**src/rtl/mem_seq_ctrl.sv**
```systemverilog
// Memory-instruction sequencer feeding Data_Fetch: accepts one LOAD/STORE at a time,
// steps through every PE-group pass for the matrix size and reports DONE, or ERR on timeout.
module mem_seq_ctrl #(
  parameter int TIMEOUT_CYC = 64,
  parameter int ADDR_W      = 4
) (
  input  logic              CLK,
  input  logic              RSTN,
  input  logic              INSTR_VALID,
  output logic              INSTR_READY,
  input  logic [1:0]        INSTR_OP,
  input  logic [1:0]        INSTR_DIMEN,
  input  logic [ADDR_W-1:0] INSTR_ADDR,
  input  logic              FETCH_DONE,
  input  logic              STORE_DONE,
  output logic [1:0]        DIMEN,
  output logic [ADDR_W-1:0] ADDRESS,
  output logic              ADDR_START,
  output logic              WRADDR_START,
  output logic              ADDR_RST,
  output logic [1:0]        PE_SEL,
  output logic              PE_SEL_2x2,
  output logic              PE_SEL_4,
  output logic              BUSY,
  output logic              DONE,
  output logic              ERR
);

  localparam int TW = (TIMEOUT_CYC > 2) ? $clog2(TIMEOUT_CYC) : 1;

  typedef enum logic [2:0] {
    S_IDLE,
    S_LD_RUN,
    S_ST_RUN,
    S_CLR,
    S_FIN,
    S_ERR
  } state_e;

  state_e              state, state_nxt;
  logic [3:0]          pass, pass_nxt;
  logic [3:0]          last_pass;
  logic [TW-1:0]       timer, timer_nxt;
  logic                abort, abort_nxt;
  logic                op_st, op_st_nxt;
  logic                latch_op;
  logic                accept;
  logic                is_mem_op;
  logic [1:0]          dimen_q;
  logic [ADDR_W-1:0]   addr_q;

  logic ready_q, busy_q, addr_start_q, wraddr_start_q, addr_rst_q, done_q, err_q;

  assign accept    = INSTR_VALID && ready_q;
  assign is_mem_op = (INSTR_OP == 2'b01) || (INSTR_OP == 2'b10);

  always_comb begin
    case (dimen_q)
      2'b00:   last_pass = 4'd0;
      2'b01:   last_pass = 4'd3;
      default: last_pass = 4'd15;
    endcase
  end

  // NOTE: every variable gets a default before the case so no path leaves it
  // unassigned; a missed default here would synthesize a latch.
  always_comb begin
    state_nxt = state;
    pass_nxt  = pass;
    timer_nxt = timer;
    abort_nxt = abort;
    op_st_nxt = op_st;
    latch_op  = 1'b0;

    case (state)
      S_IDLE: begin
        if (accept && is_mem_op) begin
          latch_op  = 1'b1;
          pass_nxt  = 4'd0;
          timer_nxt = '0;
          abort_nxt = 1'b0;
          op_st_nxt = INSTR_OP[1];
          if (INSTR_DIMEN == 2'b11)
            state_nxt = S_ERR;
          else
            state_nxt = INSTR_OP[1] ? S_ST_RUN : S_LD_RUN;
        end
      end
      S_LD_RUN, S_ST_RUN: begin
        // A done arriving on the timeout cycle still counts as success.
        if ((state == S_LD_RUN) ? FETCH_DONE : STORE_DONE) begin
          state_nxt = S_CLR;
        end else if (timer == TW'(TIMEOUT_CYC - 1)) begin
          state_nxt = S_CLR;
          abort_nxt = 1'b1;
        end else begin
          timer_nxt = timer + 1'b1;
        end
      end
      S_CLR: begin
        if (abort) begin
          state_nxt = S_ERR;
        end else if (pass == last_pass) begin
          state_nxt = S_FIN;
        end else begin
          pass_nxt  = pass + 4'd1;
          timer_nxt = '0;
          state_nxt = op_st ? S_ST_RUN : S_LD_RUN;
        end
      end
      S_FIN, S_ERR: begin
        state_nxt = S_IDLE;
        pass_nxt  = 4'd0;
      end
      default: begin
        state_nxt = S_IDLE;
        pass_nxt  = 4'd0;
      end
    endcase
  end

  // NOTE: sequential state uses non-blocking assignments so every flop samples
  // pre-edge values regardless of statement order.
  always_ff @(posedge CLK or negedge RSTN) begin
    if (!RSTN) begin
      state          <= S_IDLE;
      pass           <= 4'd0;
      timer          <= '0;
      abort          <= 1'b0;
      op_st          <= 1'b0;
      dimen_q        <= 2'b00;
      addr_q         <= '0;
      ready_q        <= 1'b0;
      busy_q         <= 1'b0;
      addr_start_q   <= 1'b0;
      wraddr_start_q <= 1'b0;
      addr_rst_q     <= 1'b0;
      done_q         <= 1'b0;
      err_q          <= 1'b0;
    end else begin
      state <= state_nxt;
      pass  <= pass_nxt;
      timer <= timer_nxt;
      abort <= abort_nxt;
      op_st <= op_st_nxt;
      if (latch_op) begin
        dimen_q <= INSTR_DIMEN;
        addr_q  <= INSTR_ADDR;
      end
      // Outputs decode the next state so they line up with the state register.
      ready_q        <= (state_nxt == S_IDLE);
      busy_q         <= (state_nxt != S_IDLE);
      addr_start_q   <= (state_nxt == S_LD_RUN);
      wraddr_start_q <= (state_nxt == S_ST_RUN);
      addr_rst_q     <= (state_nxt == S_CLR);
      done_q         <= (state_nxt == S_FIN);
      err_q          <= (state_nxt == S_ERR);
    end
  end

  assign INSTR_READY  = ready_q;
  assign BUSY         = busy_q;
  assign ADDR_START   = addr_start_q;
  assign WRADDR_START = wraddr_start_q;
  assign ADDR_RST     = addr_rst_q;
  assign DONE         = done_q;
  assign ERR          = err_q;
  assign DIMEN        = dimen_q;
  assign ADDRESS      = addr_q;
  assign PE_SEL       = pass[1:0];
  assign PE_SEL_2x2   = pass[2];
  assign PE_SEL_4     = pass[3];

endmodule
```
**config.mk**
```make
export PLATFORM = sky130hd
export DESIGN_NAME = mem_seq_ctrl
export DESIGN_NICKNAME = d
export VERILOG_FILES = /design/src/rtl/mem_seq_ctrl.sv
export SDC_FILE = /design/constraint.sdc
export NUM_CORES = 1
export LEC_CHECK = 0
export BUFFER_PORTS_ARGS = -buffer_cell sky130_fd_sc_hd__buf_4
export CAP_MARGIN = 20
export CORE_ASPECT_RATIO = 0.75
export CORE_MARGIN = 4
export CORE_UTILIZATION = 53
export CTS_CLUSTER_SIZE = 24
export DETAILED_ROUTE_END_ITERATION = 16
export PLACE_DENSITY = 0.79
export SYNTH_ARGS = -nofsm -noshare
export SYNTH_HDL_FRONTEND = slang
export SYNTH_SLANG_ARGS = --single-unit
```
**constraint.sdc**
```tcl
create_clock -name CLK -period 2.33 [get_ports CLK]
set_clock_uncertainty 0.1 [all_clocks]
set_input_delay 0.1165 -clock CLK [delete_from_list [all_inputs] [get_ports CLK]]
set_output_delay 0.1165 -clock CLK [all_outputs]
set_load 0.005 [all_outputs]
```
==> impl_summary.log, run 1 <==
INFO  metric postSynthCellCount = ~130
INFO  metric r2r.worst_path.cells = 5
INFO  metric final_common_cell = sky130_fd_sc_hd__buf_4
INFO  metric gr-total-overflow = 0
INFO  metric mappedNetlistArea = 1470 µm²
INFO  metric horizontal_extent_of_the_die = ~69 µm
INFO  metric timing_worst_setup_path_type = reg2reg
INFO  metric timing.final.setup_violations = 0
INFO  metric initial_utilization = a little under three fifths
INFO  metric fp.dieH = around 54 µm
INFO  metric cts.path.max_buffers = 2
INFO  metric critical_path_end_type = flop
INFO  metric insertion_delay = 280 ps
INFO  metric timing.fmax = between 400 and 500 MHz
INFO  metric cts.reportedPaths.clkPinSlew = 100 ps
INFO  metric dp.final_hpwl = around 2.5 mm
INFO  metric io_pins = 30
INFO  metric sequential_fraction_of_the_synthesis_area = a little under half
INFO  metric run_status = completed
INFO  metric insertedDiodeCount = 0
INFO  metric worstMarginPinSlew = roughly 550 ps
INFO  metric grt_start_max_net_pins = 29
INFO  metric grt_antenna_before_repair = 0
INFO  metric cts_inserted_buffers = 3
INFO  metric drv_slew = 0
INFO  metric postSynthRegisterBits = 28
INFO  metric drtAntennaViolNets = 0
INFO  metric hold_slack = approximately 180 ps
INFO  metric cap_violations = 0
INFO  metric area_growth_syn_to_layout = 28.1%
INFO  metric root_buffer = sky130_fd_sc_hd__clkbuf_8
INFO  metric synth-edff-count = 0
INFO  metric normalized_max_slew_margin = around 63%
INFO  metric numPortBuffers = 29
INFO  metric syn_avg_cell_area = between 10 and 15 µm²
INFO  metric via_count_of_the_routed_design = between 1,000 and 1,500
INFO  metric syn-num-nets = about 150
INFO  metric wirelength = 3.34 mm
INFO  metric crit_path_launch_type = flop
INFO  metric crit_fanout = 6
INFO  metric timing.critical_path.slowest_cell_delay = ~440 ps
INFO  metric critPathArrivalTime = 2140 ps
INFO  metric rsz0062_at_grt = no
INFO  metric timing.final.crit_share = 89.1%
INFO  metric cp_cell_sequence = or3_4, o41ai_4, or2_4, o311ai_4, or3_1
INFO  metric post-route-min-period = a little over 2000 ps
INFO  metric async_reset_ff_share = 100%
INFO  metric crit_path_top_delay_cell = sky130_fd_sc_hd__dfrtp_1
INFO  metric row_count = 16
INFO  metric power.density_cell_area = 1170 nW/µm²
INFO  metric first_pass_grt_wire_length = ~5.8 mm
INFO  metric r2r_end = BUSY
INFO  metric yosys.cell_types.count = 44
INFO  metric yosys_warnings = 0
INFO  metric finalNetCount = between 150 and 200
INFO  metric wire_per_inst = roughly 16 µm
INFO  metric detailedRoute.firstPassIterationCount = 4
INFO  metric die_area = roughly 3700 µm²
INFO  metric p_leak = between 0.8 and 0.9 nW
INFO  metric hp-class = in2async
INFO  metric via_count_of_the_first_global_routing_pass = roughly 1,200
INFO  metric regToRegSetupSlack = 250 ps
INFO  metric timing.critical_path.max_delay_family = simple AND/OR/NAND/NOR gates
INFO  metric worst_ep_required_time = approximately 2400 ps
INFO  metric clock_sink_count = 28
INFO  metric core_area = approximately 2600 µm²
INFO  metric htree_levels = 1
INFO  metric crit_buf_inv = 0
INFO  metric cts_tree = yes
INFO  metric initialDrtViolationCount = 81
INFO  metric gpl.final_weighted_congestion = around 0.91
INFO  metric post-layout-total-power = approximately 2.2 mW
INFO  metric r2r_startpoint = pass[2]
INFO  metric finalHoldViolations = 0
INFO  metric drc = 0
INFO  metric final.setup.tns = 0 ps
INFO  metric mostFrequentLayoutCells = sky130_fd_sc_hd__buf_4 (30), sky130_fd_sc_hd__dfrtp_1 (28), sky130_fd_sc_hd__nand2_1 (10)
INFO  metric synth-main-ff-cell = sky130_fd_sc_hd__dfrtp_1
INFO  metric vdd.ir_drop.worst = approximately 0.00083 V
INFO  metric vias_per_cell = roughly 5.7
INFO  metric final_layout_size_suffix_gt1_share = a little over 30%
INFO  metric global_route.usage.total = a little over a fifth
[layout make-up]
type	count	area (µm²)
multi-input combinational	99	743
fill	195	738
sequential	28	701
timing repair buffer	38	305
tap	36	45.0
clock buffer	3	41.3
clock inverter	1	30.0
inverter	5	18.8
[report_power, final]
part           internal (mW)  switching [mW]  leakage, nW
registers              0.646           0.164        0.365
logic                  0.528           0.482        0.458
clock network          0.230           0.156       0.0357
[cells in the mapped netlist (2+ instances only)]
cell | n | area share (%)
sky130_fd_sc_hd__dfrtp_1 | 28 | 48
sky130_fd_sc_hd__nand2_1 | 10 | 2.6
sky130_fd_sc_hd__nor2_1 | 8 | 2.0
sky130_fd_sc_hd__mux2_2 | 7 | 5.4
sky130_fd_sc_hd__nand3_1 | 6 | 2.0
sky130_fd_sc_hd__inv_1 | 5 | 1.3
sky130_fd_sc_hd__o31ai_1 | 5 | 2.6
sky130_fd_sc_hd__a21o_1 | 4 | 2.0
sky130_fd_sc_hd__nand2b_1 | 4 | 1.7
sky130_fd_sc_hd__nor2b_1 | 4 | 1.7
sky130_fd_sc_hd__nor3_1 | 4 | 1.4
sky130_fd_sc_hd__mux2i_1 | 3 | 2.0
sky130_fd_sc_hd__nor4_1 | 3 | 1.3
sky130_fd_sc_hd__xnor2_1 | 3 | 1.8
sky130_fd_sc_hd__a211oi_1 | 2 | 1.0
sky130_fd_sc_hd__a21oi_1 | 2 | 0.68
sky130_fd_sc_hd__and2_1 | 2 | 0.85
sky130_fd_sc_hd__ha_1 | 2 | 1.7
sky130_fd_sc_hd__nand3b_1 | 2 | 1.0
sky130_fd_sc_hd__o21ai_0 | 2 | 0.68
sky130_fd_sc_hd__o41ai_1 | 2 | 1.2
sky130_fd_sc_hd__or2_2 | 2 | 0.85
sky130_fd_sc_hd__or2_4 | 2 | 1.2
sky130_fd_sc_hd__or3_1 | 2 | 0.85
[state kept, by name, indices dropped and copies added (netlist names), 2 cells and up]
signal,count
state,3
pass,4
DIMEN,2
ADDRESS,4
timer,6
[cell families after synthesis]
logic type               Yosys count  share of synthesized area [%]
AO/OA/AOI/OAI                     29                           18.1
XOR/XNOR                           3                           1.79
adder cells (fa/ha/maj)            2                           1.70
buffers and inverters              7                           1.87
flip-flops                        28                           47.6
multiplexers                      10                           7.40
AND/OR/NAND/NOR                   55                           21.5
[what timing repair did]
item                                   4_1_cts  5_1_grt
setup buffers                                0        0
gates resized for setup                      0        0
hold buffers                                 8        0
endpoints found under the hold margin       35        0
[layer usage]
| layer | track usage [%] | part of all wire (%) |
|---|---|---|
| met4 | 7.12 | 1.6 |
| met2 | 32.4 | 45 |
| met3 | 7.10 | 6.4 |
| met1 | 30.0 | 47 |
| met5 | 0 | 0 |
[per-stage QoR]
step	cells	utilization (%)	cell area [µm²]	worst slack [ps]
after floorplan	134	-	1470	384
after global placement	198	66.1	1730	329
after detailed placement	198	66.1	1730	284
after CTS	210	71.9	1880	263
after global routing	210	71.9	1880	127
final	210	71.9	1880	254
[worst max-delay path by stage]
| stage | end | start | depth (start not counted) | slack [ps] |
|---|---|---|---|---|
| floorplan | BUSY | pass[2] | 5 | 380 |
| global placement | BUSY | DIMEN[1] | 5 | 330 |
| detailed placement | BUSY | DIMEN[1] | 5 | 280 |
| CTS | BUSY | pass[2] | 5 | 260 |
| global route | ADDRESS[0] | state[0] | 4 | 130 |
| finish | BUSY | pass[2] | 5 | 250 |
Power figures use the tool's default switching activity.
==> run 2, diff against run 1 <==
==> constraint.sdc (replaced) <==
create_clock -name CLK -period 2.33 [get_ports CLK]
set_clock_uncertainty 0.1 [all_clocks]
set_input_delay 0.3495 -clock CLK [delete_from_list [all_inputs] [get_ports CLK]]
set_output_delay 0.3495 -clock CLK [all_outputs]
set_load 0.005 [all_outputs]
==> run 2 against run 1 <==
Net effect: via count rose by 2.5%; non-clock buffer count fell by 6; routed wire length rose by 1.2%; largest cell class unchanged.
==> impl_summary.log, run 2 (same netlist as run 1, synthesis figures left out) <==
INFO  metric run_status = completed
INFO  metric area_occupied_by_multi_input_gates = roughly 740 µm²
INFO  metric detailedPlace.worstSlack = between 200 and 300 ps
INFO  metric final_common_cell = sky130_fd_sc_hd__buf_4
INFO  metric final_layout_size_suffix_gt1_share = 32.1%
INFO  metric first_pass_grt_wire_length = 5.51 mm
INFO  metric grt_start_max_net_pins = 29
INFO  metric rsz0062_at_grt = no
INFO  metric dp.final_hpwl = 2.48 mm
INFO  metric dpl_cell_area = 1740 µm²
INFO  metric cap_violations = 0
INFO  metric crit_path_launch_type = flop
INFO  metric drtAntennaViolNets = 0
INFO  metric insertedDiodeCount = 0
INFO  metric initial_utilization = between 50% and 60%
INFO  metric insertion_delay = between 200 and 300 ps
INFO  metric horizontal_extent_of_the_die = 68.8 µm
INFO  metric via_count_of_the_routed_design = 1,234
INFO  metric crit_buf_inv = 0
INFO  metric root_buffer = sky130_fd_sc_hd__clkbuf_8
INFO  metric row_count = 16
INFO  metric final.fill_count = between 150 and 200
INFO  metric drc = 0
INFO  metric cts.reportedPaths.clkPinSlew = 100 ps
INFO  metric power.density_cell_area = between 1000 and 1500 nW/µm²
INFO  metric vias_per_cell = 6.05
INFO  metric fp.dieH = around 54 µm
INFO  metric timing.fmax = 478 MHz
INFO  metric timing.critical_path.slowest_cell_delay = ~440 ps
INFO  metric final_critical_path_setup_slack = 237 ps
INFO  metric core_area = roughly 2600 µm²
INFO  metric finalHoldViolations = 0
INFO  metric largest_reg_flops = 6
INFO  metric normalized_max_slew_margin = just under 70%
INFO  metric cp_cell_sequence = or3_4, o41ai_4, or2_4, o311ai_4, or3_1
INFO  metric p_leak = ~0.84 nW
INFO  metric critical_path_end_type = flop
INFO  metric gpl.final_weighted_congestion = 0.951
INFO  metric vdd.ir_drop.worst = around 0.00088 V
INFO  metric cts_inserted_buffers = 3
INFO  metric worst_ep_required_time = around 2400 ps
INFO  metric register_area = 701 µm²
INFO  metric final_instance_area = between 1500 and 2000 µm²
INFO  metric global_route.usage.total = ~21%
INFO  metric wirelength = between 3 and 4 mm
INFO  metric io_pins = 30
INFO  metric timing.final.setup_violations = 0
INFO  metric cts_tree = yes
INFO  metric critical_path_cell_count = 5
INFO  metric hp-class = in2reg
INFO  metric timing_worst_setup_path_type = reg2reg
INFO  metric timing.final.crit_share = 89.8%
INFO  metric htree_levels = 1
INFO  metric drv_slew = 0
INFO  metric wire_per_inst = roughly 17 µm
INFO  metric gr-total-overflow = 0
INFO  metric clock_sink_count = 28
INFO  metric initialDrtViolationCount = roughly 140
INFO  metric final.setup.tns = 0 ps
INFO  metric finalNetCount = approximately 180
INFO  metric r2r.worst_path.cells = 5
INFO  metric cts.path.max_buffers = 2
INFO  metric critPathArrivalTime = about 2200 ps
INFO  metric grt_antenna_before_repair = 0
INFO  metric crit_fanout = 6
INFO  metric numPortBuffers = 29
INFO  metric largest-register = timer
INFO  metric post-route-min-period = around 2100 ps
INFO  metric final_core_utilization = between 60% and 70%
INFO  metric die_area = 3690 µm²
INFO  metric area_growth_syn_to_layout = 23.8%
INFO  metric min_delay_path_depth = 2
INFO  metric worstMarginPinSlew = between 400 and 500 ps
INFO  metric timing.critical_path.max_delay_family = simple AND/OR/NAND/NOR gates
INFO  metric crit_path_top_delay_cell = sky130_fd_sc_hd__dfrtp_1
INFO  metric mostFrequentLayoutCells = sky130_fd_sc_hd__buf_4 (31), sky130_fd_sc_hd__dfrtp_1 (28), sky130_fd_sc_hd__nand2_1 (10)
INFO  metric via_count_of_the_first_global_routing_pass = 1,123
INFO  metric detailedRoute.firstPassIterationCount = 4
run 2: cell count changes in the layout (fill, tap and decap cells not counted):
cell	before	now
sky130_fd_sc_hd__dlygate4sd3_1	8	1
sky130_fd_sc_hd__buf_4	30	31
run 2: worst register-to-register path: stages (launching register included):
cell                       delay, ps
sky130_fd_sc_hd__dfrtp_1         440
sky130_fd_sc_hd__or3_4           420
sky130_fd_sc_hd__o41ai_4         320
sky130_fd_sc_hd__or2_4           210
sky130_fd_sc_hd__o311ai_4        120
sky130_fd_sc_hd__or3_1           370
run 2: final cells by class:
type,count,share of cell area [%]
well taps,36,2.47
repair buffers,32,13.3
clock inverters,1,1.65
multi-input cells,99,40.8
clock buffers,3,2.27
inverters,5,1.03
flip-flops and latches,28,38.5
run 2: what timing repair did:
item | 4_1_cts | 5_1_grt
setup buffers | 0 | 0
resized for setup | 0 | 0
hold buffers | 1 | 0
endpoints found under the hold margin | 28 | 0
run 2: power breakdown:
group	leakage (nW)	switching (mW)	total, mW	internal [mW]
combinational	0.434	0.482	1.00	0.523
sequential	0.365	0.165	0.811	0.646
clock	0.0357	0.153	0.384	0.230
run 2: path summary, 6_finish.rpt:
path | startpoint | endpoint | slack, ps
setup / recovery | pass[2] | BUSY | 240
max in group asynchronous | RSTN | pass[3] | 1460
hold reg to reg | timer[0] | timer[0] | 420
min in group asynchronous | RSTN | timer[5] | 420
setup reg to reg | pass[2] | BUSY | 240
hold / removal | INSTR_ADDR[3] | ADDRESS[3] | 200
run 2: per-layer routing:
| layer | wire length [µm] | part of all wire, % | track usage (%) | vias up |
|---|---|---|---|---|
| met5 | 0 | 0 | 0 | - |
| met4 | 36 | 1.1 | 7.12 | 0 |
| met3 | 311 | 9.2 | 6.05 | 8 |
| met2 | 1540 | 46 | 28.8 | 66 |
| met1 | 1490 | 44 | 30.6 | 594 |
| li1 | - | - | - | 566 |
run 2: stage by stage:
stage               hold slack [ps]  std cells  power, mW
floorplan                     -46.1        134       1.45
global placement                179        199       1.77
detailed placement              190        199       1.81
CTS                             194        204       2.20
global route                    187        204       2.35
finish                          199        204       2.20
==> run 3, diff against run 2 <==
- CAP_MARGIN: 20 -> 0
- CORE_UTILIZATION: 53 -> 56
- CTS_BUF_LIST: unset -> sky130_fd_sc_hd__clkbuf_8
- PLACE_DENSITY: 0.79 -> 0.83
==> run 3 against run 2 <==
Net effect: clock power rose by 1%; register-to-register slack improved by 20 ps; worst setup slack improved by 17 ps; critical path type unchanged; largest cell class unchanged; highest routed layer unchanged.
==> impl_summary.log, run 3 (same netlist as run 1, synthesis figures left out) <==
INFO  metric run_status = completed
INFO  metric io_pins = 30
INFO  metric post-cts-setup-buffer-count = 0
INFO  metric post-route-min-period = between 2000 and 2500 ps
INFO  metric fp.dieH = between 50 and 60 µm
INFO  metric area_growth_syn_to_layout = 23.1%
INFO  metric crit_path_launch_type = flop
INFO  metric cts_inserted_buffers = 3
INFO  metric groute.layer.met1.usage = a little over 30%
INFO  metric crit_path_top_delay_cell = sky130_fd_sc_hd__dfrtp_1
INFO  metric cts.path.max_buffers = 2
INFO  metric initial_utilization = between 60% and 70%
INFO  metric vdd.ir_drop.worst = between 0.0007 and 0.0008 V
INFO  metric global_route.usage.total = a little over a fifth
INFO  metric gpl.final_weighted_congestion = roughly 0.87
INFO  metric root_buffer = sky130_fd_sc_hd__clkbuf_8
INFO  metric insertion_delay = around 280 ps
INFO  metric row_count = 15
INFO  metric final_common_cell = sky130_fd_sc_hd__buf_4
INFO  metric worst_ep_required_time = ~2400 ps
INFO  metric critical_path_end_type = flop
INFO  metric rsz0062_at_grt = no
INFO  metric via_count_of_the_first_global_routing_pass = ~1,200
INFO  metric timing_worst_setup_path_type = reg2reg
INFO  metric timing.critical_path.slowest_cell_delay = roughly 450 ps
INFO  metric wirelength = 3.43 mm
INFO  metric dp.final_hpwl = about 2.5 mm
INFO  metric final_layout_size_suffix_gt1_share = between 30% and 40%
INFO  metric horizontal_extent_of_the_die = 67.2 µm
INFO  metric largest-register = timer
INFO  metric htree_levels = 1
INFO  metric first_pass_grt_wire_length = approximately 5.7 mm
INFO  metric critPathArrivalTime = about 2200 ps
INFO  metric cp_cell_sequence = or3_4, o41ai_4, or2_4, o311ai_4, or3_1
INFO  metric clock_sink_count = 28
INFO  metric finalNetCount = 183
INFO  metric final_instance_area = roughly 1800 µm²
INFO  metric final.setup.tns = 0 ps
INFO  metric core_area = 2400 µm²
INFO  metric timing.fmax = roughly 480 MHz
INFO  metric p_leak = roughly 0.83 nW
INFO  metric worstMarginPinSlew = between 400 and 500 ps
INFO  metric gr-total-overflow = 0
INFO  metric drv_slew = 0
INFO  metric timing.final.setup_violations = 0
INFO  metric cts_tree = yes
INFO  metric met3_usage = 6.65%
INFO  metric drc = 0
INFO  metric cap_violations = 0
INFO  metric timing.final.crit_share = 89.1%
INFO  metric crit_fanout = 6
INFO  metric largest_reg_flops = 6
INFO  metric grt_antenna_before_repair = 0
INFO  metric vias_per_cell = ~6
INFO  metric dpl_cell_area = between 1500 and 2000 µm²
INFO  metric finalHoldViolations = 0
INFO  metric die_area = approximately 3500 µm²
INFO  metric mostFrequentLayoutCells = sky130_fd_sc_hd__buf_4 (30), sky130_fd_sc_hd__dfrtp_1 (28), sky130_fd_sc_hd__nand2_1 (10)
INFO  metric insertedDiodeCount = 0
INFO  metric register_area = ~700 µm²
INFO  metric area_occupied_by_multi_input_gates = ~740 µm²
INFO  metric met2_usage = roughly a third
INFO  metric grt-busiest-layer = met2
INFO  metric post-layout-total-power = roughly 2.2 mW
INFO  metric cts.reportedPaths.clkPinSlew = about 100 ps
INFO  metric normalized_max_slew_margin = roughly 72%
INFO  metric hp-class = in2reg
INFO  metric final.fill_count = ~180
INFO  metric via_count_of_the_routed_design = roughly 1,200
INFO  metric numPortBuffers = 29
INFO  metric drtAntennaViolNets = 0
INFO  metric initialDrtViolationCount = 154
INFO  metric wire_per_inst = about 17 µm
INFO  metric grt_start_max_net_pins = 29
INFO  metric power.density_cell_area = 1230 nW/µm²
INFO  metric detailedRoute.firstPassIterationCount = 4
==> run 3: cell types whose count changed in the layout (fill, tap and decap cells not counted) <==
cell / before / now
sky130_fd_sc_hd__buf_4: 31 / 30
==> run 3: cell type report <==
type / count / share of cell area, %
Inverter: 5 / 1.04
Clock buffer: 3 / 2.28
Sequential cell: 28 / 38.7
Clock inverter: 1 / 1.66
Tap cell: 34 / 2.35
Timing Repair Buffer: 31 / 13.0
Multi-Input combinational cell: 99 / 41.0
==> run 3: what timing repair did <==
| action | in CTS | in global routing |
|---|---|---|
| hold buffers | 1 | 0 |
| resized for setup | 0 | 0 |
| endpoints found under the hold margin | 28 | 0 |
==> run 3: stage by stage <==
| stage | hold slack (ps) | setup slack (ps) | cells | util, % |
|---|---|---|---|---|
| after floorplan | -46.1 | 384 | 134 | - |
| final | 201 | 254 | 201 | 75.4 |
| after global routing | 186 | 156 | 201 | 75.4 |
| after detailed placement | 191 | 289 | 196 | 72.0 |
| after global placement | 180 | 353 | 196 | 72.0 |
| after CTS | 192 | 262 | 201 | 75.4 |
==> run 3: per-layer routing <==
metal | part of all wire, % | vias to the layer above
met5 | 0 | -
met4 | 1.5 | 0
met3 | 11 | 8
met2 | 45 | 68
met1 | 42 | 567
li1 | - | 563
==> run 3: worst max-delay path: cells and delay by family (launching register included) <==
kind,cells,cell delay (ps)
compound gates,2,410
simple gates,3,1000
flops,1,450
==> run 3: power by group <==
group          switching (mW)  internal [mW]
Sequential              0.168          0.646
Clock                   0.158          0.230
Combinational           0.499          0.520
==> run 3: final timing paths <==
path | end | slack (ps) | start | cells past startpoint
setup / recovery | BUSY | 250 | pass[2] | 5
hold / removal | ADDRESS[2] | 200 | INSTR_ADDR[2] | 2
setup reg to reg | BUSY | 250 | pass[2] | 5
hold reg to reg | timer[0] | 410 | timer[0] | 1
max in group asynchronous | state[2] | 1450 | RSTN | 2
min in group asynchronous | timer[4] | 410 | RSTN | 2
